## config.mk

```make
export PLATFORM = sky130hd
export DESIGN_NAME = rmt_decode_stage
export DESIGN_NICKNAME = d
export VERILOG_FILES = /design/src/rtl/rmt_pkg.sv /design/src/rtl/onehot_dec.sv /design/src/rtl/rmt_decode_stage.sv
export SDC_FILE = /design/constraint.sdc
export NUM_CORES = 2
export LEC_CHECK = 0
export CAP_MARGIN = 15
export CORE_AREA = 5 5 355 357
export CTS_BUF_LIST = sky130_fd_sc_hd__clkbuf_16
export DETAILED_ROUTE_END_ITERATION = 16
export DIE_AREA = 0 0 360 362
export SLEW_MARGIN = 40
export SYNTH_ARGS = -nofsm -noshare
export SYNTH_HDL_FRONTEND = slang
export SYNTH_SLANG_ARGS = --single-unit
```

## constraint.sdc

```tcl
create_clock -name clk -period 2.3 [get_ports clk]
set_input_delay 0.345 -clock clk [delete_from_list [all_inputs] [get_ports clk]]
set_output_delay 0.345 -clock clk [all_outputs]
set_load 0.005 [all_outputs]
```

## src/rtl/rmt_pkg.sv

```systemverilog
// Shared constants and state encoding for the rename-map-table decode stage.
package rmt_pkg;

  localparam int SRAM_DEPTH_DEF   = 64;
  localparam int SRAM_INDEX_DEF   = 6;
  localparam int SRAM_WIDTH_DEF   = 8;
  localparam int INIT_ENTRIES_DEF = 32;
  localparam int NUM_RD_PORTS     = 8;
  localparam int NUM_WR_PORTS     = 4;

  typedef enum logic {
    INIT,
    RUN
  } state_e;

endpackage

```

## src/rtl/onehot_dec.sv

```systemverilog
// Combinational binary-to-one-hot decoder; out-of-range indices give an all-zero bus.
module onehot_dec #(
  parameter int SRAM_DEPTH = 64,
  parameter int SRAM_INDEX = 6
) (
  input  logic [SRAM_INDEX-1:0] idx,
  output logic [SRAM_DEPTH-1:0] onehot
);

  always_comb begin
    onehot = '0;
    for (int i = 0; i < SRAM_DEPTH; i++) begin
      onehot[i] = (idx == SRAM_INDEX'(i));
    end
  end

endmodule

```

## src/rtl/rmt_decode_stage.sv

```systemverilog
// Decode/register stage in front of the rename map SRAM, with post-reset identity-map init.
// Optional build macro RMT_WAW_SQUASH_EN keeps only the highest enabled write port per target entry.
module rmt_decode_stage
  import rmt_pkg::*;
#(
  parameter int SRAM_DEPTH   = SRAM_DEPTH_DEF,
  parameter int SRAM_INDEX   = SRAM_INDEX_DEF,
  parameter int SRAM_WIDTH   = SRAM_WIDTH_DEF,
  parameter int INIT_ENTRIES = INIT_ENTRIES_DEF
) (
  input  logic                  clk,
  input  logic                  reset,
  input  logic                  valid_i,
  input  logic                  stall_i,
  input  logic                  flush_i,
  input  logic [SRAM_INDEX-1:0] rd_addr0_i, rd_addr1_i, rd_addr2_i, rd_addr3_i,
  input  logic [SRAM_INDEX-1:0] rd_addr4_i, rd_addr5_i, rd_addr6_i, rd_addr7_i,
  input  logic [SRAM_INDEX-1:0] wr_addr0_i, wr_addr1_i, wr_addr2_i, wr_addr3_i,
  input  logic [SRAM_WIDTH-1:0] wr_data0_i, wr_data1_i, wr_data2_i, wr_data3_i,
  input  logic                  wr_en0_i, wr_en1_i, wr_en2_i, wr_en3_i,
  output logic                  init_done_o,
  output logic [SRAM_DEPTH-1:0] decoded_addr0_o, decoded_addr1_o, decoded_addr2_o, decoded_addr3_o,
  output logic [SRAM_DEPTH-1:0] decoded_addr4_o, decoded_addr5_o, decoded_addr6_o, decoded_addr7_o,
  output logic [SRAM_DEPTH-1:0] decoded_addr0wr_o, decoded_addr1wr_o, decoded_addr2wr_o, decoded_addr3wr_o,
  output logic                  we0_o, we1_o, we2_o, we3_o,
  output logic [SRAM_WIDTH-1:0] data0wr_o, data1wr_o, data2wr_o, data3wr_o
);

  localparam int INIT_GROUPS = INIT_ENTRIES / 4;
  localparam int CNT_W       = (INIT_GROUPS > 1) ? $clog2(INIT_GROUPS) : 1;
  localparam logic [CNT_W-1:0] LAST_GROUP = CNT_W'(INIT_GROUPS - 1);

  logic [SRAM_INDEX-1:0] rd_addr [NUM_RD_PORTS];
  logic [SRAM_INDEX-1:0] wr_addr [NUM_WR_PORTS];
  logic [SRAM_WIDTH-1:0] wr_data [NUM_WR_PORTS];
  logic [NUM_WR_PORTS-1:0] wr_en;

  assign rd_addr = '{rd_addr0_i, rd_addr1_i, rd_addr2_i, rd_addr3_i,
                     rd_addr4_i, rd_addr5_i, rd_addr6_i, rd_addr7_i};
  assign wr_addr = '{wr_addr0_i, wr_addr1_i, wr_addr2_i, wr_addr3_i};
  assign wr_data = '{wr_data0_i, wr_data1_i, wr_data2_i, wr_data3_i};
  assign wr_en   = {wr_en3_i, wr_en2_i, wr_en1_i, wr_en0_i};

  logic [SRAM_DEPTH-1:0] rd_dec [NUM_RD_PORTS];
  logic [SRAM_DEPTH-1:0] wr_dec [NUM_WR_PORTS];

  for (genvar n = 0; n < NUM_RD_PORTS; n++) begin : g_rd_dec
    onehot_dec #(.SRAM_DEPTH(SRAM_DEPTH), .SRAM_INDEX(SRAM_INDEX)) u_dec (
      .idx(rd_addr[n]), .onehot(rd_dec[n])
    );
  end

  for (genvar k = 0; k < NUM_WR_PORTS; k++) begin : g_wr_dec
    onehot_dec #(.SRAM_DEPTH(SRAM_DEPTH), .SRAM_INDEX(SRAM_INDEX)) u_dec (
      .idx(wr_addr[k]), .onehot(wr_dec[k])
    );
  end

  state_e                  state_q, state_d;
  logic [CNT_W-1:0]        cnt_q, cnt_d;
  logic                    done_q, done_d;
  logic [SRAM_DEPTH-1:0]   rd_q [NUM_RD_PORTS];
  logic [SRAM_DEPTH-1:0]   rd_d [NUM_RD_PORTS];
  logic [SRAM_DEPTH-1:0]   wr_q [NUM_WR_PORTS];
  logic [SRAM_DEPTH-1:0]   wr_d [NUM_WR_PORTS];
  logic [SRAM_WIDTH-1:0]   data_q [NUM_WR_PORTS];
  logic [SRAM_WIDTH-1:0]   data_d [NUM_WR_PORTS];
  logic [NUM_WR_PORTS-1:0] we_q, we_d;

  always_ff @(posedge clk) begin
    if (reset) begin
      state_q <= INIT;
      cnt_q   <= '0;
      done_q  <= 1'b0;
      rd_q    <= '{default: '0};
      wr_q    <= '{default: '0};
      data_q  <= '{default: '0};
      we_q    <= '0;
    end else begin
      state_q <= state_d;
      cnt_q   <= cnt_d;
      done_q  <= done_d;
      rd_q    <= rd_d;
      wr_q    <= wr_d;
      data_q  <= data_d;
      we_q    <= we_d;
    end
  end

  // Bundles are only taken once init_done_o is visible, so the first RUN edge is a bubble.
  always_comb begin
    state_d = state_q;
    cnt_d   = cnt_q;
    done_d  = done_q;
    rd_d    = rd_q;
    wr_d    = wr_q;
    data_d  = data_q;
    we_d    = we_q;
    case (state_q)
      INIT: begin
        for (int n = 0; n < NUM_RD_PORTS; n++) rd_d[n] = '0;
        for (int k = 0; k < NUM_WR_PORTS; k++) begin
          for (int j = 0; j < SRAM_DEPTH; j++) begin
            wr_d[k][j] = (j == 4 * int'(cnt_q) + k);
          end
          data_d[k] = SRAM_WIDTH'(4 * int'(cnt_q) + k);
          we_d[k]   = 1'b1;
        end
        if (cnt_q == LAST_GROUP) state_d = RUN;
        else                     cnt_d   = cnt_q + CNT_W'(1);
      end
      RUN: begin
        done_d = 1'b1;
        if (flush_i) begin
          rd_d = '{default: '0};
          wr_d = '{default: '0};
          we_d = '0;
        end else if (stall_i && done_q) begin
          we_d = we_q;
        end else if (valid_i && done_q) begin
          rd_d   = rd_dec;
          wr_d   = wr_dec;
          data_d = wr_data;
          we_d   = wr_en;
`ifdef RMT_WAW_SQUASH_EN
          for (int j = 0; j < NUM_WR_PORTS - 1; j++) begin
            for (int k = j + 1; k < NUM_WR_PORTS; k++) begin
              if (wr_en[k] && (wr_addr[k] == wr_addr[j])) we_d[j] = 1'b0;
            end
          end
`endif
        end else begin
          rd_d   = '{default: '0};
          wr_d   = '{default: '0};
          data_d = '{default: '0};
          we_d   = '0;
        end
      end
      default: state_d = INIT;
    endcase
  end

  // A held write must not repeat into the SRAM while the stall persists.
  logic stall_gate;
  assign stall_gate = stall_i & done_q;

  assign init_done_o       = done_q;
  assign decoded_addr0_o   = rd_q[0];
  assign decoded_addr1_o   = rd_q[1];
  assign decoded_addr2_o   = rd_q[2];
  assign decoded_addr3_o   = rd_q[3];
  assign decoded_addr4_o   = rd_q[4];
  assign decoded_addr5_o   = rd_q[5];
  assign decoded_addr6_o   = rd_q[6];
  assign decoded_addr7_o   = rd_q[7];
  assign decoded_addr0wr_o = wr_q[0];
  assign decoded_addr1wr_o = wr_q[1];
  assign decoded_addr2wr_o = wr_q[2];
  assign decoded_addr3wr_o = wr_q[3];
  assign data0wr_o         = data_q[0];
  assign data1wr_o         = data_q[1];
  assign data2wr_o         = data_q[2];
  assign data3wr_o         = data_q[3];
  assign we0_o             = we_q[0] & ~stall_gate;
  assign we1_o             = we_q[1] & ~stall_gate;
  assign we2_o             = we_q[2] & ~stall_gate;
  assign we3_o             = we_q[3] & ~stall_gate;

endmodule
```

==> flow_metrics.py <==
metrics = {
    "logic_synthesis": {
        "syn_area_sq_um": 29800,
        "synthCells": 3133,
        "synth-async-reset-ratio": 0,
        "synthesis.nets": 3252,
        "seq_area_frac_synth": 0.543,
        "netlist_top_cells_area": "dfxtp_1 54%, a32oi_1 8.0%, nor2_1 7.1%",
        "yosysWarnings": 0,
        "synth_cell_type_count": 51,
        "yosysTopAreaCell": "dfxtp_1",
        "synth_flop_cell": "dfxtp_1",
        "synth_edf_count": 0,
        "synth_top_area_frac": 0.543,
        "synth.avg_cell_area_sq_um": 9.51,
        "ys_seq_elements": 809,
    },
    "power_and_ir_drop": {
        "clockPowerShare": 0.484,
        "power.leakage_nw": 15.5,
        "max-vdd-ir-drop_mv": 0.517,
        "pwr-share-comb": 0.049,
        "seqPwrFrac": 0.467,
        "power_density_nw_per_um2": 671,
        "power.switching_mw": 7.12,
        "p_int_mw": 23.1,
        "fin_total_pwr_mw": 30.2,
        "swShare": 0.235,
    },
    "timing": {
        "setup-tns-final_ns": 0,
        "hold_viol": 0,
        "period_needed_ns": 2.14,
        "finalSetupViolations": 0,
        "fmax_ghz": 0.468,
        "worst_pin_slew_ns": 0.875,
        "fin_ws_ns": 0.162,
        "clock_skew_ns": 0.0372,
        "relSlewSlack": 0.412,
        "period_share": 0.930,
        "slew_viol_final": 0,
        "rsz0062_at_grt": "false",
        "whs_ns": 0.120,
    },
    "drt": {
        "drc": 0,
        "avgViaCountPerCell": 4.94,
        "vias": 28800,
        "routedWlPerCell_microns": 23.1,
        "postRouteWirelength_mm": 135,
        "antenna_left": 0,
        "dr.pass1.iters": 6,
        "initialDrtViolationCount": 2609,
    },
    "place": {
        "place_congestion": 0.856,
        "place_area_sq_um": 42000,
        "pre_cts_ws_ns": -0.398,
        "io_buffers": 917,
        "place_inst": 5655,
        "hpwlAfterDp_mm": 103,
    },
    "layout": {
        "drive_gt1_frac": 0.111,
        "stdcell_area_sq_um": 45100,
        "syn_to_final_growth_pct": 51.3,
        "fillers": 12300,
        "final_util": 0.368,
        "nNetsFinal": 4229,
        "final_common_cell": "clkdlybuf4s50_1",
        "final_cells": 5831,
        "mostFrequentLayoutCells": "910 x clkdlybuf4s50_1, 807 x dfxtp_1, 562 x nor2_1",
    },
    "grt": {
        "grt-ovfl-total": 0,
        "grt_pass1_wl_mm": 192,
        "grt_usage": 0.193,
        "grt_start_max_net_pins": 92,
        "grt_antenna_before_repair": 15,
        "grt_pass1_vias": 27500,
    },
    "floorplanning": {
        "dieArea_sq_um": 130000,
        "die_x_microns": 360,
        "start_util": 0.243,
        "rows": 129,
        "fp.coreArea_sq_um": 123000,
        "die_h_microns": 362,
        "io_pins": 918,
    },
    "clock_network": {
        "hold_buffers": 0,
        "clock_tree.buffer_depth": 3,
        "cts.clk_slew.worst_paths_ns": 0.06,
        "clock-root-buffer": "clkbuf_16",
        "clkSinkCount": 809,
        "h-tree-depth": 3,
        "cts-buffers-inserted": 89,
        "cts_tree": "done",
        "clkLatencyLatePin_ns": 0.67,
    },
    "worst_setup_path": {
        "path_cells": "buf_4 > nand4b_4 > buf_4 > nor3_1 > a22oi_1 > nor2_1",
        "path_max_fanout": 14,
        "cp-start-kind": "flip-flop",
        "max_stage_delay_ns": 0.74,
        "crit_required_ns": 2.89,
        "cpLargestDelayFamily": "simple AND/OR/NAND/NOR gates",
        "crit_buf_inv": 2,
        "crit_type": "reg -> reg",
        "worstPathArrival_ns": 2.73,
        "crit_path_end_kind": "flip-flop",
        "slowest_stage": "nor3_1",
        "cpMostUsedCell": "buf_4",
    },
    "job": {
        "drv_cap": 0,
    },
    "min_path": {
        "hold_path.class": "in -> reg",
    },
    "run_status": {
        "status": "finished clean",
    },
}
## final timing paths
kind,slack (ns),depth (start not counted),start,endpoint
worst max-delay path,0.16,6,init_done_o,decoded_addr0wr_o[49]
worst min-delay path,0.12,2,reset,decoded_addr0wr_o[13]
worst max register to register,0.16,6,init_done_o,decoded_addr0wr_o[49]
worst min register to register,0.45,2,decoded_addr3wr_o[60],decoded_addr3wr_o[60]
## metal layers
layer / wire, microns / track usage / part of all wire / vias up
met2: 65300 / 0.331 / 0.49 / 1155
met5: 9 / 0 / 0.000067 / -
met3: 11000 / 0.0550 / 0.082 / 201
met4: 4180 / 0.0606 / 0.031 / 2
met1: 54200 / 0.235 / 0.40 / 14200
li1: - / - / - / 13300
## cell families (layout without fill, tap and decap cells)
logic type	Yosys count	count (layout)	share of synthesized area
XOR/XNOR	1	1	0.000294
buffers and inverters	289	1338	0.0513
other	0	12	0
AND/OR/NAND/NOR	1203	1203	0.199
AO/OA/AOI/OAI	825	825	0.203
flip-flops	809	809	0.543
adder cells (fa/ha/maj)	6	6	0.00252
## repair_timing
| item | in CTS | in global routing |
|---|---|---|
| hold endpoints to repair | 0 | 0 |
| cloned | 0 | 0 |
| gates resized for setup | 7 | 3 |
| endpoints found under the setup margin | 23 | 14 |
| buffers inserted | 1 | 0 |
## synth_stat cells (all sizes together), types with 3 or more instances
master,instances
nand2b,23
clkbuf,140
nand2,270
a22oi,182
nand3b,93
nor3,55
nor4b,6
and3,13
nor3b,35
and2,16
a221oi,6
nor4,14
a32oi,271
and4,5
or3,9
a32o,18
a22o,63
dfxtp,809
nor2,569
buf,145
nor2b,33
ha,6
nand3,51
and4b,3
o21ai,184
a211oi,34
a21oi,60
inv,4
## worst reg2reg max path, stage by stage, from the launching register on
cell and delay (ns):
dfxtp_4 0.34, buf_4 0.20, nand4b_4 0.23, buf_4 0.28
nor3_1 0.75, a22oi_1 0.15, nor2_1 0.12
## registers in the layout (all words and copies together), names as in the netlist, 64 cells and up
register           count
decoded_addr0_o       64
decoded_addr0wr_o     64
decoded_addr1_o       64
decoded_addr1wr_o     64
decoded_addr2_o       64
decoded_addr2wr_o     64
decoded_addr3_o       64
decoded_addr3wr_o     64
decoded_addr4_o       64
decoded_addr5_o       64
decoded_addr6_o       64
decoded_addr7_o       64
## power groups by stage
stage | logic, mW | registers, mW | clock network [mW]
final | 1.47 | 14.1 | 14.6
after global placement | 1.46 | 14.4 | 0
after CTS | 1.46 | 14.1 | 14.9
after detailed placement | 1.46 | 14.4 | 0
after floorplan | 0.601 | 14.4 | 0
after global routing | 1.56 | 14.1 | 15.5
## cell type report
cell class	instances	area (sq um)	share of cell area
Antenna cell	12	30.0	0.000666
Inverter	4	15.0	0.000333
Tap cell	1637	2050	0.0454
Sequential cell	809	16200	0.359
Clock buffer	91	2280	0.0505
Multi-Input combinational cell	2035	12100	0.269
Timing Repair Buffer	1171	11700	0.259
Clock inverter	72	721	0.0160
(Power assumes the default switching activity.)
